**src/rtl/reg_file_pkg.sv**
```systemverilog
// Shared CPU package: datapath widths, register-file sizing and ALU SELECT
// opcodes, kept together so the ALU and register file always agree on widths.
package reg_file_pkg;

  // Datapath / register-file sizing shared by the ALU and the register file.
  localparam int CPU_DATA_W   = 8;
  localparam int CPU_NUM_REGS = 8;
  localparam int CPU_ADDR_W   = 3;

  // Width of the committed-write counter exposed by the register file.
  localparam int WRITE_COUNT_W = 8;

  // ALU SELECT opcodes driven by the control unit.
  typedef enum logic [2:0] {
    ALU_SEL_FWD = 3'b000,
    ALU_SEL_ADD = 3'b001,
    ALU_SEL_AND = 3'b010,
    ALU_SEL_OR  = 3'b011
  } alu_sel_e;

  // Modulo-256 increment; the counter wraps 255 -> 0 rather than saturating.
  function automatic logic [WRITE_COUNT_W-1:0] count_inc(
    input logic [WRITE_COUNT_W-1:0] value
  );
    return value + 8'd1;
  endfunction

endpackage : reg_file_pkg

```
**src/rtl/reg_file_if.sv**
```systemverilog
// Register-file bus: one write port, two combinational read ports and the
// write-commit status. The datapath is the master, the register file the slave.
interface reg_file_if
  import reg_file_pkg::*;
#(
  parameter int DATA_W = CPU_DATA_W,
  parameter int ADDR_W = CPU_ADDR_W
);

  logic [DATA_W-1:0]        IN;
  logic [ADDR_W-1:0]        INADDRESS;
  logic                     WRITE;
  logic [ADDR_W-1:0]        OUT1ADDRESS;
  logic [ADDR_W-1:0]        OUT2ADDRESS;
  logic [DATA_W-1:0]        REGOUT1;
  logic [DATA_W-1:0]        REGOUT2;
  logic                     WRITE_DONE;
  logic [WRITE_COUNT_W-1:0] WRITE_COUNT;

  modport master (
    output IN, INADDRESS, WRITE, OUT1ADDRESS, OUT2ADDRESS,
    input  REGOUT1, REGOUT2, WRITE_DONE, WRITE_COUNT
  );

  modport slave (
    input  IN, INADDRESS, WRITE, OUT1ADDRESS, OUT2ADDRESS,
    output REGOUT1, REGOUT2, WRITE_DONE, WRITE_COUNT
  );

endinterface : reg_file_if

```
**src/rtl/reg_file.sv**
```systemverilog
// CPU register file: NUM_REGS x DATA_W storage with one synchronous write port
// and two combinational read ports. Register 0 is an ordinary writable register.
// Reads return the stored value only (no write-through), so a read of the
// register being written shows the old value until the write edge.
// A registered WRITE_DONE pulse and a wrapping 8-bit counter report commits.
module reg_file
  import reg_file_pkg::*;
#(
  parameter int DATA_W   = CPU_DATA_W,
  parameter int NUM_REGS = CPU_NUM_REGS,
  parameter int ADDR_W   = CPU_ADDR_W
) (
  input  logic       CLK,
  input  logic       RESET,
  reg_file_if.slave  bus
);

  // Architectural register storage and its next state.
  logic [DATA_W-1:0]        regs_q [NUM_REGS];
  logic [DATA_W-1:0]        regs_d [NUM_REGS];

  // Commit status.
  logic                     write_done_q;
  logic                     write_done_d;
  logic [WRITE_COUNT_W-1:0] write_count_q;
  logic [WRITE_COUNT_W-1:0] write_count_d;

  // Per-index write decode: only the addressed register loads IN when WRITE=1.
  always_comb begin
    for (int i = 0; i < NUM_REGS; i++) begin
      regs_d[i] = regs_q[i];
      if (bus.WRITE && (bus.INADDRESS == ADDR_W'(i))) begin
        regs_d[i] = bus.IN;
      end else begin
        regs_d[i] = regs_q[i];
      end
    end
  end

  // Commit status next state: pulse and count on every enabled edge.
  always_comb begin
    write_done_d  = 1'b0;
    write_count_d = write_count_q;
    if (bus.WRITE) begin
      write_done_d  = 1'b1;
      write_count_d = count_inc(write_count_q);
    end else begin
      write_done_d  = 1'b0;
      write_count_d = write_count_q;
    end
  end

  // Storage update; RESET clears every register immediately, independent of CLK.
  always_ff @(posedge CLK or posedge RESET) begin
    if (RESET) begin
      for (int i = 0; i < NUM_REGS; i++) begin
        regs_q[i] <= '0;
      end
    end else begin
      for (int i = 0; i < NUM_REGS; i++) begin
        regs_q[i] <= regs_d[i];
      end
    end
  end

  // Commit pulse and counter; both drop to zero the moment RESET rises.
  always_ff @(posedge CLK or posedge RESET) begin
    if (RESET) begin
      write_done_q  <= 1'b0;
      write_count_q <= 8'd0;
    end else begin
      write_done_q  <= write_done_d;
      write_count_q <= write_count_d;
    end
  end

  // Combinational read ports straight off the storage array; during RESET the
  // array is already cleared, so every address reads zero.
  assign bus.REGOUT1     = regs_q[bus.OUT1ADDRESS];
  assign bus.REGOUT2     = regs_q[bus.OUT2ADDRESS];
  assign bus.WRITE_DONE  = write_done_q;
  assign bus.WRITE_COUNT = write_count_q;

endmodule : reg_file

```
**src/flat_wrapper.sv**
```systemverilog
// flat-port wrapper written by rule: the top's interface ports become plain ports
module reg_file_flat import reg_file_pkg::*;
#(
  parameter int DATA_W   = CPU_DATA_W,
  parameter int NUM_REGS = CPU_NUM_REGS,
  parameter int ADDR_W   = CPU_ADDR_W
)
  (CLK, RESET, bus_IN, bus_INADDRESS, bus_WRITE, bus_OUT1ADDRESS, bus_OUT2ADDRESS, bus_REGOUT1, bus_REGOUT2, bus_WRITE_DONE, bus_WRITE_COUNT);
  reg_file_if #(.DATA_W(DATA_W), .ADDR_W(ADDR_W)) bus_i ();
  input  logic CLK;
  input  logic RESET;
  input wire logic [$bits(bus_i.IN)-1:0] bus_IN;
  input wire logic [$bits(bus_i.INADDRESS)-1:0] bus_INADDRESS;
  input wire logic [$bits(bus_i.WRITE)-1:0] bus_WRITE;
  input wire logic [$bits(bus_i.OUT1ADDRESS)-1:0] bus_OUT1ADDRESS;
  input wire logic [$bits(bus_i.OUT2ADDRESS)-1:0] bus_OUT2ADDRESS;
  output wire logic [$bits(bus_i.REGOUT1)-1:0] bus_REGOUT1;
  output wire logic [$bits(bus_i.REGOUT2)-1:0] bus_REGOUT2;
  output wire logic [$bits(bus_i.WRITE_DONE)-1:0] bus_WRITE_DONE;
  output wire logic [$bits(bus_i.WRITE_COUNT)-1:0] bus_WRITE_COUNT;
  assign bus_i.IN = bus_IN;
  assign bus_i.INADDRESS = bus_INADDRESS;
  assign bus_i.WRITE = bus_WRITE;
  assign bus_i.OUT1ADDRESS = bus_OUT1ADDRESS;
  assign bus_i.OUT2ADDRESS = bus_OUT2ADDRESS;
  assign bus_REGOUT1 = bus_i.REGOUT1;
  assign bus_REGOUT2 = bus_i.REGOUT2;
  assign bus_WRITE_DONE = bus_i.WRITE_DONE;
  assign bus_WRITE_COUNT = bus_i.WRITE_COUNT;
  reg_file #(.DATA_W(DATA_W), .NUM_REGS(NUM_REGS), .ADDR_W(ADDR_W)) u_core (.CLK(CLK), .RESET(RESET), .bus(bus_i));
endmodule
```
**config.mk**
```make
export PLATFORM = sky130hd
export DESIGN_NAME = reg_file_flat
export DESIGN_NICKNAME = d
export VERILOG_FILES = /design/src/rtl/reg_file_pkg.sv /design/src/rtl/reg_file_if.sv /design/src/rtl/reg_file.sv /design/src/flat_wrapper.sv
export SDC_FILE = /design/constraint.sdc
export NUM_CORES = 1
export LEC_CHECK = 0
export CORE_ASPECT_RATIO = 0.75
export CORE_UTILIZATION = 49
export DETAILED_ROUTE_END_ITERATION = 7
export MAX_ROUTING_LAYER = met4
export PLACE_DENSITY = 0.74
export RECOVER_POWER = 100
export SYNTH_ARGS = -nofsm -noshare
export SYNTH_HDL_FRONTEND = slang
export SYNTH_SLANG_ARGS = --single-unit
```
**constraint.sdc**
```tcl
create_clock -name CLK -period 2.1 [get_ports CLK]
set_input_delay 0.42 -clock CLK [delete_from_list [all_inputs] [get_ports CLK]]
set_output_delay 0.42 -clock CLK [all_outputs]
set_load 0.05 [all_outputs]
```
==> out/qor.csv, run 1 <==
stage;metric;value;unit
status;status;finished, violations left;
status;failing checks;setup timing;
global_route;gr usage total;25.3;%
global_route;pin count of the biggest net entering global routing;47;
sta;final hold violation count;0;
finish;Final nets;321;
place;port bufs;44;
die;core area;7570;um^2
finish;final instance area;4900;um^2
clocking;cts hold-fix bufs;0;
sta;Worst Tran Pin Value;809;ps
route;total number of vias;2413;
clocking;TritonCTS Sinks;73;
global_route;initial antenna violation count;0;
sta;Final setup viols;3;
sta;f_max;473;MHz
clocking;CTS tree;done;
global_route;vias in the first global route;2466;
sta;Rel. slew slack;45.8;%
yosys;Mapped Avg Cell Area;17.3;um^2
clocking;H-Tree Level Count;3;
clocking;Num CTS Buffers;9;
yosys;syn_nets;249;
route;Avg WL per Cell;22.9;um
yosys;Yosys cell types;23;
die;io pins;45;
min_path;Hold WC Path Type;reg -> reg;
sta;post-layout min period;2110;ps
finish;area growth from synthesis to layout;24.4;%
finish;most common cell after layout, fill and taps aside;dfrtp_1;
route;Max Used Layer;met4;
sta;fin worst setup slack;-12.4;ps
power_and_ir_drop;Power Density;1060;nW/um^2
sta;max-slew violations;0;
finish;ratio of cells with drive above 1 in the final layout;57.8;%
route;initial DRC count;99;
finish;Seq. cell area;1830;um^2
yosys;Mapped Area;3940;um^2
global_route;gr ovfl total;0;
power_and_ir_drop;total power;5.19;mW
yosys;Syn. warnings;0;
setup_path;startpoint types;register;
setup_path;critical path type;reg -> out;
clocking;Clock Path Buffers;2;
sta;unrepaired setup endpoints after global routing;yes;
yosys;synthesized flop and latch total;73;
place;DP Area;4600;um^2
clocking;Clk Latency, worst-skew pair;350;ps
place;HPWL Detailed;5340;um
finish;Multi-input gate area;1890;um^2
place;post-place setup slack;-486;ps
route;DR vias/cell;5.97;
finish;end-of-flow core utilization;64.7;%
setup_path;worst-path maximum fanout;3;
route;Routed Antenna Nets;0;
yosys;sequential share of the synthesized area;46.4;%
finish;Fill cells;585;
setup_path;Crit-path slowest cell;mux4_2;
route;met3 WL;525;um
sta;clock skew;3.77;ps
global_route;first-pass GRT wire length;14400;um
route;Met2 Routed Length;4390;um
place;GPL Wtd Cong;0.783;
yosys;Mapped Cells;228;
die;Starting Density;52.0;%
flow_run;max_cap viols;0;
setup_path;crit end category;primary output;
clocking;clock transition at the registers of the reported paths;70;ps
finish;most frequent cells in the layout;73 x dfrtp_1, 68 x mux2_2, 30 x mux4_2, 19 x clkdlybuf4s50_1, 14 x buf_4;
setup_path;crit-path cells;mux4_2 -> mux2_4 -> buf_8;
die;die footprint;8400;um^2
power_and_ir_drop;VDD IR max;0.468;mV
finish;Diodes inserted;0;
sta;setup TNS;-15.7;ps
route;First-pass DRT Iterations;4;
route;WL final;9250;um
setup_path;Arr. time, crit path;1690;ps
die;overall die width;106;um
route;Post-route DRC;0;
die;row cnt;27;
setup_path;CP max stage delay;480;ps
clocking;root buffer cell;clkbuf_8;
die;Die Span Y;79.6;um
route;DRT met1 WL;4190;um
setup_path;Required @ worst endpoint;1680;ps
sta;Final Cycle Share;101;%
power_and_ir_drop;Leak;2.08;nW
## state kept, by name (all words and copies together) (netlist names)
register / cells
u_core.regs_q: 64
u_core.bus.WRITE_DONE: 1
u_core.bus.WRITE_COUNT: 8
## power by group
| group | internal (mW) | total (mW) | switching, mW |
|---|---|---|---|
| logic | 1.09 | 2.09 | 1.00 |
| registers | 1.75 | 2.05 | 0.299 |
| clock network | 0.562 | 1.06 | 0.496 |
## synthesized netlist by cell type, drive strengths merged
cell / count / area [um^2]
nor3b: 2 / 37.5
nor3: 3 / 25.0
dfrtp: 73 / 1830
clkbuf: 2 / 7.51
nand2b: 1 / 13.8
xor2: 3 / 26.3
inv: 1 / 3.75
nand4: 4 / 25.0
xnor2: 4 / 35.0
nor2: 1 / 3.75
nand2: 4 / 15.0
mux4: 32 / 833
and3: 1 / 6.26
nand4b: 3 / 45.0
ha: 1 / 12.5
buf: 12 / 109
mux2: 81 / 912
## cell families (layout without fill, tap and decap cells)
group         count (synthesis)  in the layout  synth area share [%]
buf+inv                      15             90                  3.05
xor+xnor                      7              7                  1.56
simple gates                 19             19                  4.35
mux                         113            113                  44.3
fa+ha+maj                     1              1                 0.318
flops                        73             73                  46.4
## stage by stage
stage	hold slack, ps	instances
floorplan	451	228
global placement	455	375
detailed placement	464	375
CTS	417	397
global route	489	404
finish	470	404
## routing by layer
metal	global-route usage, %	vias to the layer above
met2	37.0	80
met4	9.31	0
met5	-	-
li1	-	1036
met3	6.86	18
met1	34.1	1279
## repair_timing
action                                  CTS  global route
gates resized for setup                  87             3
endpoints found under the setup margin   16            16
buffers inserted                          4             7
cloned                                    4             0
## final cells by class
class	count	share of cell area [%]
multi-input combinational	140	38.6
clock inverter	4	0.919
sequential	73	37.3
clock buffer	10	2.81
tap	101	2.58
inverter	1	0.102
timing repair buffer	75	17.7
## worst paths after layout
kind                                             end  cells past startpoint                      start  slack (ps)
hold / removal             u_core.bus.WRITE_COUNT[7]                      1  u_core.bus.WRITE_COUNT[7]         470
max in group asynchronous           u_core.regs_q[5]                      3                      RESET         360
setup / recovery                      bus_REGOUT2[3]                      3          u_core.regs_q[19]         -10
setup reg to reg           u_core.bus.WRITE_COUNT[7]                      3  u_core.bus.WRITE_COUNT[2]         940
min in group asynchronous          u_core.regs_q[36]                      2                      RESET         630
hold reg to reg            u_core.bus.WRITE_COUNT[7]                      1  u_core.bus.WRITE_COUNT[7]         470
## critical path: cells and delay by family, from the launching register on
family | cells | cell delay [ps]
buffers and inverters | 1 | 150
multiplexers | 2 | 790
flip-flops | 1 | 410
No activity file was read; power rests on OpenSTA's default activity.
==> inputs of run 2 (changes only) <==
--- a/config.mk
+++ b/config.mk
@@ -6,11 +6,12 @@
 export NUM_CORES = 1
 export LEC_CHECK = 0
 export CORE_ASPECT_RATIO = 0.75
-export CORE_UTILIZATION = 49
+export CORE_UTILIZATION = 51
 export DETAILED_ROUTE_END_ITERATION = 7
 export MAX_ROUTING_LAYER = met4
-export PLACE_DENSITY = 0.74
+export PLACE_DENSITY = 0.76
 export RECOVER_POWER = 100
 export SYNTH_ARGS = -nofsm -noshare
 export SYNTH_HDL_FRONTEND = slang
 export SYNTH_SLANG_ARGS = --single-unit
+export TNS_END_PERCENT = 1
==> out/qor.csv, run 2 (synthesized netlist as in run 1, its figures left out) <==
stage;metric;value;unit
clocking;Clk Latency, worst-skew pair;350;ps
die;Die Span Y;78.1;um
setup_path;worst-path maximum fanout;3;
route;Post-route DRC;0;
sta;Rel. slew slack;34.0;%
die;io pins;45;
clocking;Clock Path Buffers;2;
route;First-pass DRT Iterations;4;
place;HPWL Detailed;5360;um
die;overall die width;103;um
setup_path;Arr. time, crit path;1700;ps
status;failing checks;setup timing;
finish;ratio of cells with drive above 1 in the final layout;57.1;%
die;die footprint;8080;um^2
finish;most common cell after layout, fill and taps aside;dfrtp_1;
sta;Worst Hold Slack;468;ps
power_and_ir_drop;Power Density;1110;nW/um^2
sta;clock skew;2.77;ps
sta;max-slew violations;0;
global_route;first-pass GRT wire length;14400;um
place;GPL Wtd Cong;0.743;
setup_path;reg2reg path depth;3;
clocking;TritonCTS Sinks;73;
sta;Final Cycle Share;101;%
global_route;gr ovfl total;0;
clocking;Num CTS Buffers;9;
setup_path;critical path type;reg -> out;
place;dpl cells;377;
power_and_ir_drop;logic gate share of total power;37.2;%
route;Avg WL per Cell;23.2;um
route;initial DRC count;112;
power_and_ir_drop;clock share of power;24.8;%
die;core area;7400;um^2
setup_path;CP max stage delay;490;ps
global_route;pin count of the biggest net entering global routing;74;
place;port bufs;44;
setup_path;startpoint types;register;
die;Starting Density;53.2;%
global_route;initial antenna violation count;0;
sta;Final setup viols;3;
min_path;WHS Path Cells;1;
power_and_ir_drop;switching share of power;33.7;%
min_path;Hold WC Path Type;reg -> reg;
clocking;H-Tree Level Count;3;
sta;post-layout min period;2120;ps
global_route;gr usage total;26.8;%
finish;Final nets;317;
clocking;root buffer cell;clkbuf_8;
setup_path;Required @ worst endpoint;1680;ps
setup_path;crit end category;primary output;
sta;final hold violation count;0;
finish;filler-free cell count of the finished design;402;
clocking;clock transition at the registers of the reported paths;80;ps
power_and_ir_drop;Pint;3.57;mW
setup_path;crit-path cells;mux4_2 -> mux2_2 -> buf_6;
sta;Worst Tran Pin Value;989;ps
status;status;finished, violations left;
sta;fin worst setup slack;-15.8;ps
flow_run;max_cap viols;0;
finish;most frequent cells in the layout;73 x dfrtp_1, 71 x mux2_2, 31 x mux4_2, 16 x clkdlybuf4s50_1;
power_and_ir_drop;VDD IR max;0.643;mV
place;post-place setup slack;-490;ps
power_and_ir_drop;Leak;2.06;nW
finish;Biggest register;u_core.regs_q;
setup_path;Crit-path slowest cell;mux4_2;
finish;max reg flops;64;
finish;area growth from synthesis to layout;23.9;%
clocking;cts hold-fix bufs;0;
route;Routed Antenna Nets;0;
global_route;vias in the first global route;2454;
die;row cnt;27;
finish;Diodes inserted;0;
clocking;CTS tree;done;
sta;unrepaired setup endpoints after global routing;yes;
route;DR vias/cell;5.97;
power_and_ir_drop;Sw Pwr;1.82;mW
sta;f_max;473;MHz
power_and_ir_drop;sequential share of power;38.0;%
route;WL final;9340;um
route;total number of vias;2399;
finish;end-of-flow core utilization;65.9;%
-- run 2: cell types whose count changed in the layout (fill, tap and decap cells not counted), sizes merged --
cell           delta
clkdlybuf4s15     -1
clkbuf            +6
bufinv            +2
clkinvlp          +1
buf               -6
dlygate4sd3       +1
clkinv            -2
clkdlybuf4s50     -3
-- run 2: repair_timing --
action / 4_1_cts / 5_1_grt
buffers inserted: 2 / 3
setup endpoints to repair: 16 / 18
gates cloned: 4 / 0
gates resized for setup: 48 / 39
-- run 2: final cells by class --
cell class / instances / area, um^2
fillers: 524 / 2520
multi-input cells: 140 / 1870
flip-flops and latches: 73 / 1830
repair buffers: 71 / 801
clock buffers: 11 / 141
well taps: 101 / 126
clock inverters: 5 / 103
inverters: 1 / 7.51
-- run 2: metrics by stage --
step	area (um^2)	TNS, ps	power [mW]
after global routing	4880	-826	5.64
after floorplan	3940	0	3.29
after CTS	5000	-340	5.32
after global placement	4590	-8140	3.78
final	4880	-34.1	5.39
after detailed placement	4590	-8630	3.84
-- run 2: worst paths after layout --
path / startpoint / end / slack, ps
min reg2reg: u_core.bus.WRITE_COUNT[7] / u_core.bus.WRITE_COUNT[7] / 470
max in group asynchronous: RESET / u_core.regs_q[26] / 560
max reg2reg: u_core.bus.WRITE_COUNT[2] / u_core.bus.WRITE_COUNT[7] / 820
max: u_core.regs_q[17] / bus_REGOUT1[1] / -20
min: u_core.bus.WRITE_COUNT[7] / u_core.bus.WRITE_COUNT[7] / 470
min in group asynchronous: RESET / u_core.regs_q[14] / 890
-- run 2: metal layers --
metal | routed length (um) | track usage (%) | vias up | share of wire, %
li1 | - | - | 1028 | -
met2 | 4380 | 37.7 | 93 | 47
met4 | 176 | 9.01 | 0 | 1.9
met5 | 0 | - | - | 0
met1 | 4010 | 38.2 | 1262 | 43
met3 | 779 | 6.95 | 16 | 8.3
-- run 2: power by group through the flow --
stage	clock network, mW	logic (mW)	registers [mW]
5_1_grt	1.43	2.11	2.10
6_report	1.34	2.00	2.05
2_1_floorplan	0	1.12	2.17
4_1_cts	1.36	1.95	2.02
3_5_place_dp	0	1.80	2.03
3_3_place_gp	0	1.77	2.01
-- run 2: critical path: cells and delay by family (launching register included) --
kind | cells | cell delay [ps]
mux | 2 | 770
flops | 1 | 420
buf+inv | 1 | 150
==> inputs of run 3 (changes only) <==
--- a/config.mk
+++ b/config.mk
@@ -11,6 +11,8 @@
 export MAX_ROUTING_LAYER = met4
 export PLACE_DENSITY = 0.76
 export RECOVER_POWER = 100
+export REMOVE_ABC_BUFFERS = 1
+export SLEW_MARGIN = 5
 export SYNTH_ARGS = -nofsm -noshare
 export SYNTH_HDL_FRONTEND = slang
 export SYNTH_SLANG_ARGS = --single-unit
==> out/qor.csv, run 3 (synthesized netlist as in run 1, its figures left out) <==
stage;metric;value;unit
status;status;finished, violations left;
status;failing checks;setup timing;
route;WL final;9300;um
power_and_ir_drop;Pint;3.36;mW
route;Avg WL per Cell;23.4;um
setup_path;worst-path maximum fanout;8;
clocking;CTS tree;done;
sta;fin worst setup slack;-20.1;ps
clocking;Num CTS Buffers;9;
sta;max-slew violations;0;
clocking;Clk Latency, worst-skew pair;350;ps
global_route;pin count of the biggest net entering global routing;74;
clocking;root buffer cell;clkbuf_8;
power_and_ir_drop;Sw Pwr;1.81;mW
sta;post-layout min period;2120;ps
sta;f_max;472;MHz
sta;unrepaired setup endpoints after global routing;yes;
finish;filler-free cell count of the finished design;398;
die;overall die width;103;um
setup_path;Arr. time, crit path;1700;ps
power_and_ir_drop;logic gate share of total power;37.4;%
sta;clock skew;8.05;ps
setup_path;Required @ worst endpoint;1680;ps
route;DR vias/cell;5.97;
power_and_ir_drop;Leak;2.02;nW
min_path;Hold WC Path Type;reg -> reg;
sta;Final setup viols;5;
route;Routed Antenna Nets;0;
route;total number of vias;2376;
power_and_ir_drop;VDD IR max;0.656;mV
global_route;vias in the first global route;2470;
finish;Diodes inserted;0;
clocking;H-Tree Level Count;3;
global_route;first-pass GRT wire length;14700;um
place;HPWL Detailed;5360;um
setup_path;startpoint types;primary input;
clocking;TritonCTS Sinks;73;
place;dpl cells;376;
power_and_ir_drop;total power;5.17;mW
power_and_ir_drop;Power Density;1080;nW/um^2
finish;max reg flops;64;
setup_path;critical path type;in -> out;
die;die footprint;8080;um^2
global_route;initial antenna violation count;0;
die;row cnt;27;
sta;setup TNS;-55.4;ps
place;post-place setup slack;-501;ps
global_route;gr usage total;27.1;%
route;Post-route DRC;0;
die;Die Span Y;78.1;um
place;GPL Wtd Cong;0.741;
die;io pins;45;
sta;final hold violation count;0;
finish;ratio of cells with drive above 1 in the final layout;54.9;%
finish;Biggest register;u_core.regs_q;
die;Starting Density;53.2;%
global_route;gr ovfl total;0;
sta;Final Cycle Share;101;%
finish;area growth from synthesis to layout;22.0;%
sta;Rel. slew slack;34.5;%
clocking;cts hold-fix bufs;0;
route;First-pass DRT Iterations;4;
power_and_ir_drop;switching share of power;35.0;%
route;initial DRC count;175;
finish;most common cell after layout, fill and taps aside;mux2_2;
die;core area;7400;um^2
setup_path;crit end category;primary output;
clocking;clock transition at the registers of the reported paths;80;ps
place;port bufs;44;
power_and_ir_drop;clock share of power;22.9;%
sta;Worst Tran Pin Value;983;ps
power_and_ir_drop;sequential share of power;39.7;%
clocking;Clock Path Buffers;2;
finish;Final nets;313;
finish;most frequent cells in the layout;78 x mux2_2, 73 x dfrtp_1, 26 x mux4_2, 18 x clkdlybuf4s50_1, 15 x buf_6;
flow_run;max_cap viols;0;
[run 3: cell types whose count changed in the layout (fill, tap and decap cells not counted), sizes merged]
cell | previous run | this run
clkbuf | 24 | 21
clkdlybuf4s15 | 1 | 2
clkinv | 1 | 4
dlygate4sd3 | 6 | 5
clkdlybuf4s50 | 16 | 18
buf | 34 | 30
bufinv | 3 | 2
clkinvlp | 2 | 1
[run 3: area by class of cell]
| cell class | instances | area [um^2] |
|---|---|---|
| inverter | 1 | 3.75 |
| sequential | 73 | 1830 |
| multi-input combinational | 140 | 1880 |
| fill | 554 | 2590 |
| clock buffer | 10 | 128 |
| tap | 101 | 126 |
| clock inverter | 6 | 82.6 |
| timing repair buffer | 67 | 759 |
[run 3: metal layers]
| metal | wire length [um] | global-route usage [%] | share of wire [%] | up-vias |
|---|---|---|---|---|
| met5 | 0 | - | 0 | - |
| met4 | 56 | 5.77 | 0.60 | 0 |
| met3 | 537 | 7.30 | 5.8 | 6 |
| met2 | 4440 | 40.9 | 48 | 86 |
| met1 | 4270 | 37.3 | 46 | 1259 |
| li1 | - | - | - | 1025 |
[run 3: power groups by stage]
stage / clock, mW / sequential [mW] / combinational [mW]
3_3_place_gp: 0 / 2.01 / 1.77
4_1_cts: 1.21 / 2.02 / 1.94
6_report: 1.19 / 2.05 / 1.93
2_1_floorplan: 0 / 2.17 / 1.07
5_1_grt: 1.27 / 2.10 / 2.03
3_5_place_dp: 0 / 2.04 / 1.81
[run 3: path summary, 6_finish.rpt]
kind	cells after the start	end	from	slack (ps)
max	5	bus_REGOUT2[5]	bus_OUT2ADDRESS[0]	-20
min	1	u_core.bus.WRITE_COUNT[7]	u_core.bus.WRITE_COUNT[7]	470
max reg2reg	3	u_core.bus.WRITE_COUNT[7]	u_core.bus.WRITE_COUNT[2]	930
min reg2reg	1	u_core.bus.WRITE_COUNT[7]	u_core.bus.WRITE_COUNT[7]	470
max in group asynchronous	3	u_core.regs_q[49]	RESET	630
min in group asynchronous	3	u_core.regs_q[37]	RESET	840
[run 3: timing repair]
action,4_1_cts,5_1_grt
gates resized for setup,47,19
pin swaps,0,0
cloned,4,0
buffers inserted,0,2
setup endpoints to repair,16,17
[run 3: per-stage QoR]
stage / hold slack (ps) / utilization [%] / cell area, um^2
2_1_floorplan: 451 / - / 3820
3_3_place_gp: 455 / 62.0 / 4590
3_5_place_dp: 463 / 62.0 / 4590
4_1_cts: 474 / 66.9 / 4950
5_1_grt: 501 / 64.9 / 4800
6_report: 473 / 64.9 / 4800
[run 3: worst max-delay path, cell delays in order]
cell    delay (ps)
buf_4          130
buf_12         150
mux4_1         550
mux2_4         290
buf_6          160
